==> src/rtl/mips_pkg.sv <==
// rtl/mips_pkg.sv - shared encodings and types for the fetch stage
package mips_pkg;

  localparam logic [1:0] PC_SRC_SEQ    = 2'b00;
  localparam logic [1:0] PC_SRC_BRANCH = 2'b01;
  localparam logic [1:0] PC_SRC_JUMP   = 2'b10;
  localparam logic [1:0] PC_SRC_JR     = 2'b11;

  localparam logic [31:0] NOP = 32'h0000_0000;

  typedef enum logic [1:0] {
    ST_FETCH = 2'd0,
    ST_DRAIN = 2'd1,
    ST_HELD  = 2'd2
  } fetch_state_t;

  // Targets are word addresses: the two low bits are never honoured.
  function automatic logic [31:0] align_word(input logic [31:0] addr);
    return {addr[31:2], 2'b00};
  endfunction

endpackage

==> src/rtl/pc_next_mux.sv <==
// rtl/pc_next_mux.sv - next-PC 4:1 selector
module pc_next_mux
  import mips_pkg::*;
(
  input  logic [1:0]  pc_src,
  input  logic [31:0] pc_plus4,
  input  logic [31:0] branch_target,
  input  logic [31:0] jump_target,
  input  logic [31:0] jr_target,
  output logic [31:0] next_pc
);

  // Pick the next PC; every non-sequential target is word aligned.
  always_comb begin
    next_pc = pc_plus4;
    case (pc_src)
      PC_SRC_BRANCH: next_pc = align_word(branch_target);
      PC_SRC_JUMP:   next_pc = align_word(jump_target);
      PC_SRC_JR:     next_pc = align_word(jr_target);
      default:       next_pc = pc_plus4;
    endcase
  end

endmodule

==> src/rtl/if_stage.sv <==
// rtl/if_stage.sv - instruction fetch stage with IF/ID pipeline register
module if_stage
  import mips_pkg::*;
#(
  parameter logic [31:0] RESET_PC = 32'h0000_0000
) (
  input  logic        clk,
  input  logic        rst_n,
  input  logic [1:0]  pc_src,
  input  logic [31:0] branch_target,
  input  logic [31:0] jump_target,
  input  logic [31:0] jr_target,
  input  logic        stall,
  input  logic        flush,
  output logic        imem_req,
  output logic [31:0] imem_addr,
  input  logic [31:0] imem_rdata,
  input  logic        imem_ready,
  output logic [31:0] if_id_instr,
  output logic [31:0] if_id_pc_plus4,
  output logic        if_id_valid
);

  fetch_state_t state;
  logic [31:0]  pc;
  logic [31:0]  fetch_addr;
  logic [31:0]  held_word;
  logic [31:0]  pc_plus4;
  logic [31:0]  target;
  logic         transfer;
  logic         redirect;
  logic         capture;
  logic         bubble;
  logic [31:0]  capture_word;

  assign pc_plus4  = pc + 32'd4;
  assign imem_req  = rst_n && (state != ST_HELD);
  assign imem_addr = fetch_addr;
  assign transfer  = imem_req && imem_ready;
  assign redirect  = (pc_src != PC_SRC_SEQ) && !stall;

  pc_next_mux u_pc_next_mux (
    .pc_src        (pc_src),
    .pc_plus4      (pc_plus4),
    .branch_target (branch_target),
    .jump_target   (jump_target),
    .jr_target     (jr_target),
    .next_pc       (target)
  );

  // Fetch FSM: owns pc, fetch_addr and the word buffered across a stall.
  always_ff @(posedge clk or negedge rst_n) begin
    if (!rst_n) begin
      state      <= ST_FETCH;
      pc         <= RESET_PC;
      fetch_addr <= RESET_PC;
      held_word  <= NOP;
    end else begin
      case (state)
        ST_FETCH: begin
          if (redirect) begin
            pc <= target;
            if (transfer) fetch_addr <= target;
            else          state      <= ST_DRAIN;
          end else if (transfer) begin
            if (stall) begin
              held_word <= imem_rdata;
              state     <= ST_HELD;
            end else begin
              pc         <= pc_plus4;
              fetch_addr <= pc_plus4;
            end
          end
        end
        ST_DRAIN: begin
          if (redirect) pc <= target;
          if (transfer) begin
            fetch_addr <= redirect ? target : pc;
            state      <= ST_FETCH;
          end
        end
        ST_HELD: begin
          if (redirect) begin
            pc         <= target;
            fetch_addr <= target;
            state      <= ST_FETCH;
          end else if (!stall) begin
            pc         <= pc_plus4;
            fetch_addr <= pc_plus4;
            state      <= ST_FETCH;
          end
        end
        default: state <= ST_FETCH;
      endcase
    end
  end

  // Decide whether IF/ID captures a word, takes a bubble, or holds.
  always_comb begin
    capture      = 1'b0;
    bubble       = 1'b0;
    capture_word = imem_rdata;
    case (state)
      ST_FETCH: begin
        if (redirect)                   bubble  = 1'b1;
        else if (transfer && !stall)    capture = 1'b1;
        else if (!transfer && !stall)   bubble  = 1'b1;
      end
      ST_DRAIN: bubble = !stall;
      ST_HELD: begin
        if (redirect) begin
          bubble = 1'b1;
        end else if (!stall) begin
          capture      = 1'b1;
          capture_word = held_word;
        end
      end
      default: bubble = 1'b1;
    endcase
  end

  // IF/ID register: flush beats everything, otherwise capture or bubble.
  always_ff @(posedge clk or negedge rst_n) begin
    if (!rst_n) begin
      if_id_instr    <= NOP;
      if_id_pc_plus4 <= 32'd0;
      if_id_valid    <= 1'b0;
    end else if (flush) begin
      if_id_instr <= NOP;
      if_id_valid <= 1'b0;
    end else if (capture) begin
      if_id_instr    <= capture_word;
      if_id_pc_plus4 <= pc_plus4;
      if_id_valid    <= 1'b1;
    end else if (bubble) begin
      if_id_instr <= NOP;
      if_id_valid <= 1'b0;
    end
  end

endmodule

==> config.mk <==
export PLATFORM = sky130hd
export DESIGN_NAME = if_stage
export DESIGN_NICKNAME = d
export VERILOG_FILES = /design/src/rtl/mips_pkg.sv /design/src/rtl/pc_next_mux.sv /design/src/rtl/if_stage.sv
export SDC_FILE = /design/constraint.sdc
export NUM_CORES = 1
export LEC_CHECK = 0
export ABC_AREA = 1
export CAP_MARGIN = 20
export CORE_MARGIN = 3
export CORE_UTILIZATION = 30
export CTS_CLUSTER_SIZE = 28
export DETAILED_ROUTE_END_ITERATION = 10
export MAX_ROUTING_LAYER = met4
export REMOVE_ABC_BUFFERS = 1
export SYNTH_ARGS = -nofsm -noshare
export SYNTH_HDL_FRONTEND = slang
export SYNTH_HIERARCHICAL = 1
export SYNTH_SLANG_ARGS = --single-unit
==> constraint.sdc <==
create_clock -name clk -period 3.57 [get_ports clk]
set_input_delay 0.357 -clock clk [delete_from_list [all_inputs] [get_ports clk]]
set_output_delay 0.357 -clock clk [all_outputs]
set_load 0.05 [all_outputs]
# ---- Word-level counts from Yosys, hierarchy flattened
# Cells that the tools add are included.
dict set report op_classes {
  addsub 1
  mul 0
  div 0
  magnitude_cmp 0
  n_eq_ne 12
  shift 0
  muxes 41
  bitwise 2
  reduce_logical 16
}
# op n
set ops {}
lappend ops {{$mux 32} 17}
lappend ops {{$pmux 32 s3} 3}
lappend ops {{$add 32x3->32 const B} 1}
lappend ops {{$mux 2} 7}
lappend ops {{$ne 3x3->1 const B} 4}
lappend ops {{$mux 1} 11}
lappend ops {{$eq 2x2->1 const B} 3}
lappend ops {{$ne 2x2->1 const B} 3}
lappend ops {{$pmux 2 s3} 1}
lappend ops {{$reduce_and 3->1} 2}
lappend ops {{$reduce_bool 3->1} 2}
lappend ops {{$logic_and 1x1->1} 5}
lappend ops {{$reduce_and 5->1} 1}
lappend ops {{$eq 2x1->1 const B} 2}
lappend ops {{$reduce_and 2->1} 2}
lappend ops {{$pmux 1 s3} 1}
lappend ops {{$logic_not 1->1} 2}
lappend ops {{$logic_not 2->1} 1}
lappend ops {{$not 1->1} 2}
lappend ops {{$pmux 1 s2} 1}
lappend ops {{$reduce_bool 2->1} 1}
dict set report word_totals {
  ff_bits 163
  latchBits 0
  mem_bits_rw 0
  rom_bits 0
  input_bits 135
  output_inout_bits 98
  word_cells 79
  memories 0
}

# ---- Longest topological paths before layout
dict set report logic_depth {
  word_depth 12
  ltp_mapped 14
}

# ---- Cells and area by module
# The synthesis kept the hierarchy.
# mod instances cells_per_inst area_each_um2 seq_area_each_um2
set modules_own_cells {}
lappend modules_own_cells {if_stage 1 1130 8454.4 4078.9}
lappend modules_own_cells {pc_next_mux 1 181 943.4 0.0}

# ---- Worst setup path before layout
# No wires, ideal clock.
dict set report synth_timing {
  kind {register to register}
  from {register pc[2]}
  to {register pc[18]}
  setup_time_ps 117
  arrival_time_ps 1891
  path_slack_ps 1562
  path_stages_with_launch 13
  path_buffers 0
  period_less_slack_ps 2008
  path_cell_list {dfrtp_1 -> ha_1 -> inv_1 -> nor2_1 -> nand2_1 -> nor2_2 -> nand2_1 -> and2_1 -> nand2_1 -> nand4_1 -> or2_2 -> nand3_1 -> nand2_1}
}
dict set report synth_between {
  elab_cells_between_ends 8
}
# element line_no
set synth_rtl {}
lappend synth_rtl {{start: declaration} if_stage.sv:25} ;# logic [31:0] pc;
lappend synth_rtl {{start signal: assignment} if_stage.sv:62} ;# pc <= target;
lappend synth_rtl {{start signal: assignment} if_stage.sv:70} ;# pc <= pc_plus4;
lappend synth_rtl {{start signal: assignment} if_stage.sv:76} ;# if (redirect) pc <= target;
lappend synth_rtl {{$add 32x3->32 *} if_stage.sv:36} ;# assign pc_plus4 = pc + 32'd4;
lappend synth_rtl {{net pc_plus4[18]} if_stage.sv:28} ;# logic [31:0] pc_plus4;
lappend synth_rtl {{$pmux 32 s3 *} pc_next_mux.sv:16} ;# case (pc_src)
lappend synth_rtl {{net target[18]} if_stage.sv:29} ;# logic [31:0] target;
lappend synth_rtl {{$mux 32, on equally long branches} {if_stage.sv:83, if_stage.sv:61, if_stage.sv:76}}
lappend synth_rtl {{$pmux 32 s3 *} if_stage.sv:59} ;# case (state)
# Mark *: on every way through the listed nets, which the timed path passes. The rest lies on a longest branch. The select of a mux whose other input is x is not followed.
# A chain may end at the register's enable or synchronous reset.

# ---- Worst setup path in the final report
dict set report layout_timing {
  from {input port rst_n}
  to {output port imem_req}
}
dict set report layout_between {
  elab_chain_len 1
}
# element line_no
set layout_lines {}
lappend layout_lines {{start: declaration} if_stage.sv:8} ;# input logic rst_n,
lappend layout_lines {{$logic_and 1x1->1} if_stage.sv:37} ;# assign imem_req = rst_n && (state != ST_HELD);
lappend layout_lines {{end: declaration} if_stage.sv:15} ;# output logic imem_req,
# No other way between the ends.

==> flow_metrics.py <==
metrics = {
    "run_status": {
        "status": "completed",
    },
    "timing": {
        "fin_ws_ns": 0.735,
        "maxSlewHeadroom_pct": 36.8,
        "setup_tns_ns": 0,
        "max_freq_ghz": 0.353,
        "hold_viol_final": 0,
        "rsz0062_at_grt": "false",
        "finalSetupViolCount": 0,
        "finClkSkew_ns": 0.0112,
        "period_minus_slack_ns": 2.83,
        "slew_violations": 0,
        "whs_ns": 0.472,
        "post-route-period-util_pct": 79.4,
        "worst_pin_slew_ns": 0.944,
    },
    "grt": {
        "grt_pass1_vias": 8934,
        "antenna_found_initial": 0,
        "overflow": 0,
        "track_usage_pct": 19.2,
        "grt_pass1_wl_um": 49900,
        "grt_max_degree": 66,
    },
    "clock_tree": {
        "cts_resized": 0,
        "cts_setup_buffers": 0,
        "clk_path_buf_depth": 2,
        "clk_pin_slew_ns": 0.06,
        "clkLatencyLatePin_ns": 0.43,
        "cts_made_buffers": 17,
        "cts_max_level": 4,
        "tritoncts": "yes",
        "clock_sinks": 163,
        "cts-root-buf": "clkbuf_16",
    },
    "setup_path": {
        "cpPeakStageDelay_ns": 0.82,
        "critPathTopFamily": "buffers and inverters",
        "r2r_slack_ns": 1.06,
        "crit_chain": "dlygate4sd3_1, buf_6, inv_1, nor2_1, clkdlybuf4s50_1",
        "reg2reg_depth": 11,
        "crit_buf_inv": 4,
        "path_max_fanout": 59,
        "r2r-start": "pc[2]",
        "critical_path.endpoint_type": "output pin",
        "critPathLaunchType": "input pin",
        "worstReg2RegEnd": "pc[11]",
        "critical_path_class": "in -> out",
        "cp.arrival_ns": 2.48,
        "cpMaxStageDelayCell": "clkdlybuf4s50_1",
        "required_ns": 3.21,
    },
    "floorplanning": {
        "die_area_sq_um": 33500,
        "core_area_sq_um": 30700,
        "rows": 64,
        "die_height_um": 183,
        "initial_core_util_pct": 30.6,
        "io_pins": 233,
        "dieWidth_um": 183,
    },
    "yosys": {
        "syn_area_sq_um": 9400,
        "syn_inst": 1311,
        "async_reset_ff_share_pct": 100,
        "yosys_most_used_dff": "dfrtp_1",
        "ys_ff_latch": 163,
        "syn_avg_cell_area_sq_um": 7.17,
        "yosysTopAreaCell": "dfrtp_1",
        "synth_warnings": 6,
        "synth.yosys.seq_area_share_pct": 43.4,
        "synth_edf_count": 0,
        "synth_top_area_share_pct": 43.4,
        "synth.distinct_cells": 34,
        "synthTopCellsByArea": "dfrtp_1 43%, nand2_1 19%, nand3_1 6.9%, o21ai_0 5.3%, inv_1 4.3%",
    },
    "cells_and_area": {
        "syn2layout_area_growth_pct": 33.5,
        "antennaDiodeCount": 0,
        "nNetsFinal": 1635,
        "post-route-util_pct": 40.8,
        "fillers": 3179,
        "final_cell_mix": "474 x nand2_1, 222 x clkdlybuf4s50_1, 163 x dfrtp_1",
        "final_common_cell": "nand2_1",
        "layout-drive-gt1-share_pct": 5.22,
    },
    "pwr": {
        "p_per_area_nw_per_um2": 737,
        "p_leak_nw": 5.52,
        "peakVddDrop_v": 0.000374,
    },
    "routing": {
        "vias": 9304,
        "first_pass_iters": 5,
        "routed_wl_um": 31100,
        "post_drt_wl_per_cell_um": 16.3,
        "ant_nets": 0,
        "vias_per_cell": 4.88,
        "drc": 0,
        "drt_iter0_drc": 675,
    },
    "placement": {
        "dp_slack_ns": 1.07,
        "hpwl_um": 21500,
        "gp_congestion": 0.895,
        "numPortBuffers": 226,
    },
    "min_path": {
        "min_from": "if_id_pc_plus4[11]",
        "hold_class": "reg -> reg",
        "min_delay_path_depth": 2,
        "hold_end": "if_id_pc_plus4[11]",
    },
    "job": {
        "cap_violations": 0,
    },
}
-- logic make-up after synthesis --
family	Yosys count	synth area share, %
xor+xnor	7	0.652
fa+ha+maj	1	0.133
flops	163	43.4
buf+inv	191	8.68
simple gates	733	33.1
mux	32	3.41
compound gates	184	10.7
-- timing repair --
action	CTS	global route
endpoints found under the setup margin	0	0
endpoints found under the hold margin	55	0
hold buffers	1	0
-- report_power, final --
group	switching, W	leakage (nW)	total [W]	internal (W)
logic	0.00295	3.10	0.00433	0.00138
clock network	0.000814	0.292	0.00193	0.00112
registers	0.000475	2.12	0.00299	0.00251
total	0.00424	5.52	0.00924	0.00501
-- synth_stat cells, drive strengths merged, types with 3 or more instances --
library cell / n
o21ai: 111
nand3: 130
mux2i: 32
inv: 115
buf: 54
o211ai: 6
xor2: 7
nand3b: 3
clkbuf: 22
a21oi: 25
nor2: 76
a31oi: 6
nand2: 475
o22ai: 32
dfrtp: 163
or2: 7
and2: 6
nor3: 6
nand4: 30
-- layer usage --
metal | global-route usage, % | up-vias | wire [um]
li1 | - | 4637 | -
met1 | 26.0 | 4356 | 14600
met2 | 30.5 | 282 | 14400
met3 | 3.93 | 29 | 1820
met4 | 3.41 | 0 | 319
met5 | - | - | 0
-- layout make-up --
class	count	area (sq um)	area share, %
clock buffer	19	433	3.45
clock inverter	13	176	1.41
inverter	115	432	3.44
multi-input combinational	957	4510	36.0
sequential	163	4080	32.5
tap	396	495	3.95
timing repair buffer	245	2420	19.3
-- tightest hold or removal path, delay by kind of cell, from the launching register on --
family	cells	cell delay, ns
simple gates	2	0.11
flops	1	0.34
-- metrics by stage --
stage	cell area (sq um)	std cells	power, W
after global routing	12500	1908	0.00989
after detailed placement	11900	1875	0.00734
after CTS	12500	1908	0.00932
after global placement	11900	1875	0.00728
final	12500	1908	0.00924
after floorplan	9010	1235	0.00569
-- worst max path at each step --
stage                     startpoint        to  slack (ns)  cells past startpoint
after CTS                      rst_n  imem_req        0.65                      5
after floorplan            pc_src[1]     pc[2]         0.1                      7
after global placement     pc_src[0]     pc[2]        1.11                     10
final                          rst_n  imem_req        0.74                      5
after global routing           rst_n  imem_req        0.58                      5
after detailed placement       pc[2]    pc[11]        1.07                     11
-- registers in the layout (all words and copies together) (netlist names) --
name / flops
held_word: 32
if_id_instr: 32
if_id_pc_plus4: 32
imem_addr: 32
pc: 32
state: 2
if_id_valid: 1
Power figures use the tool's default switching activity.
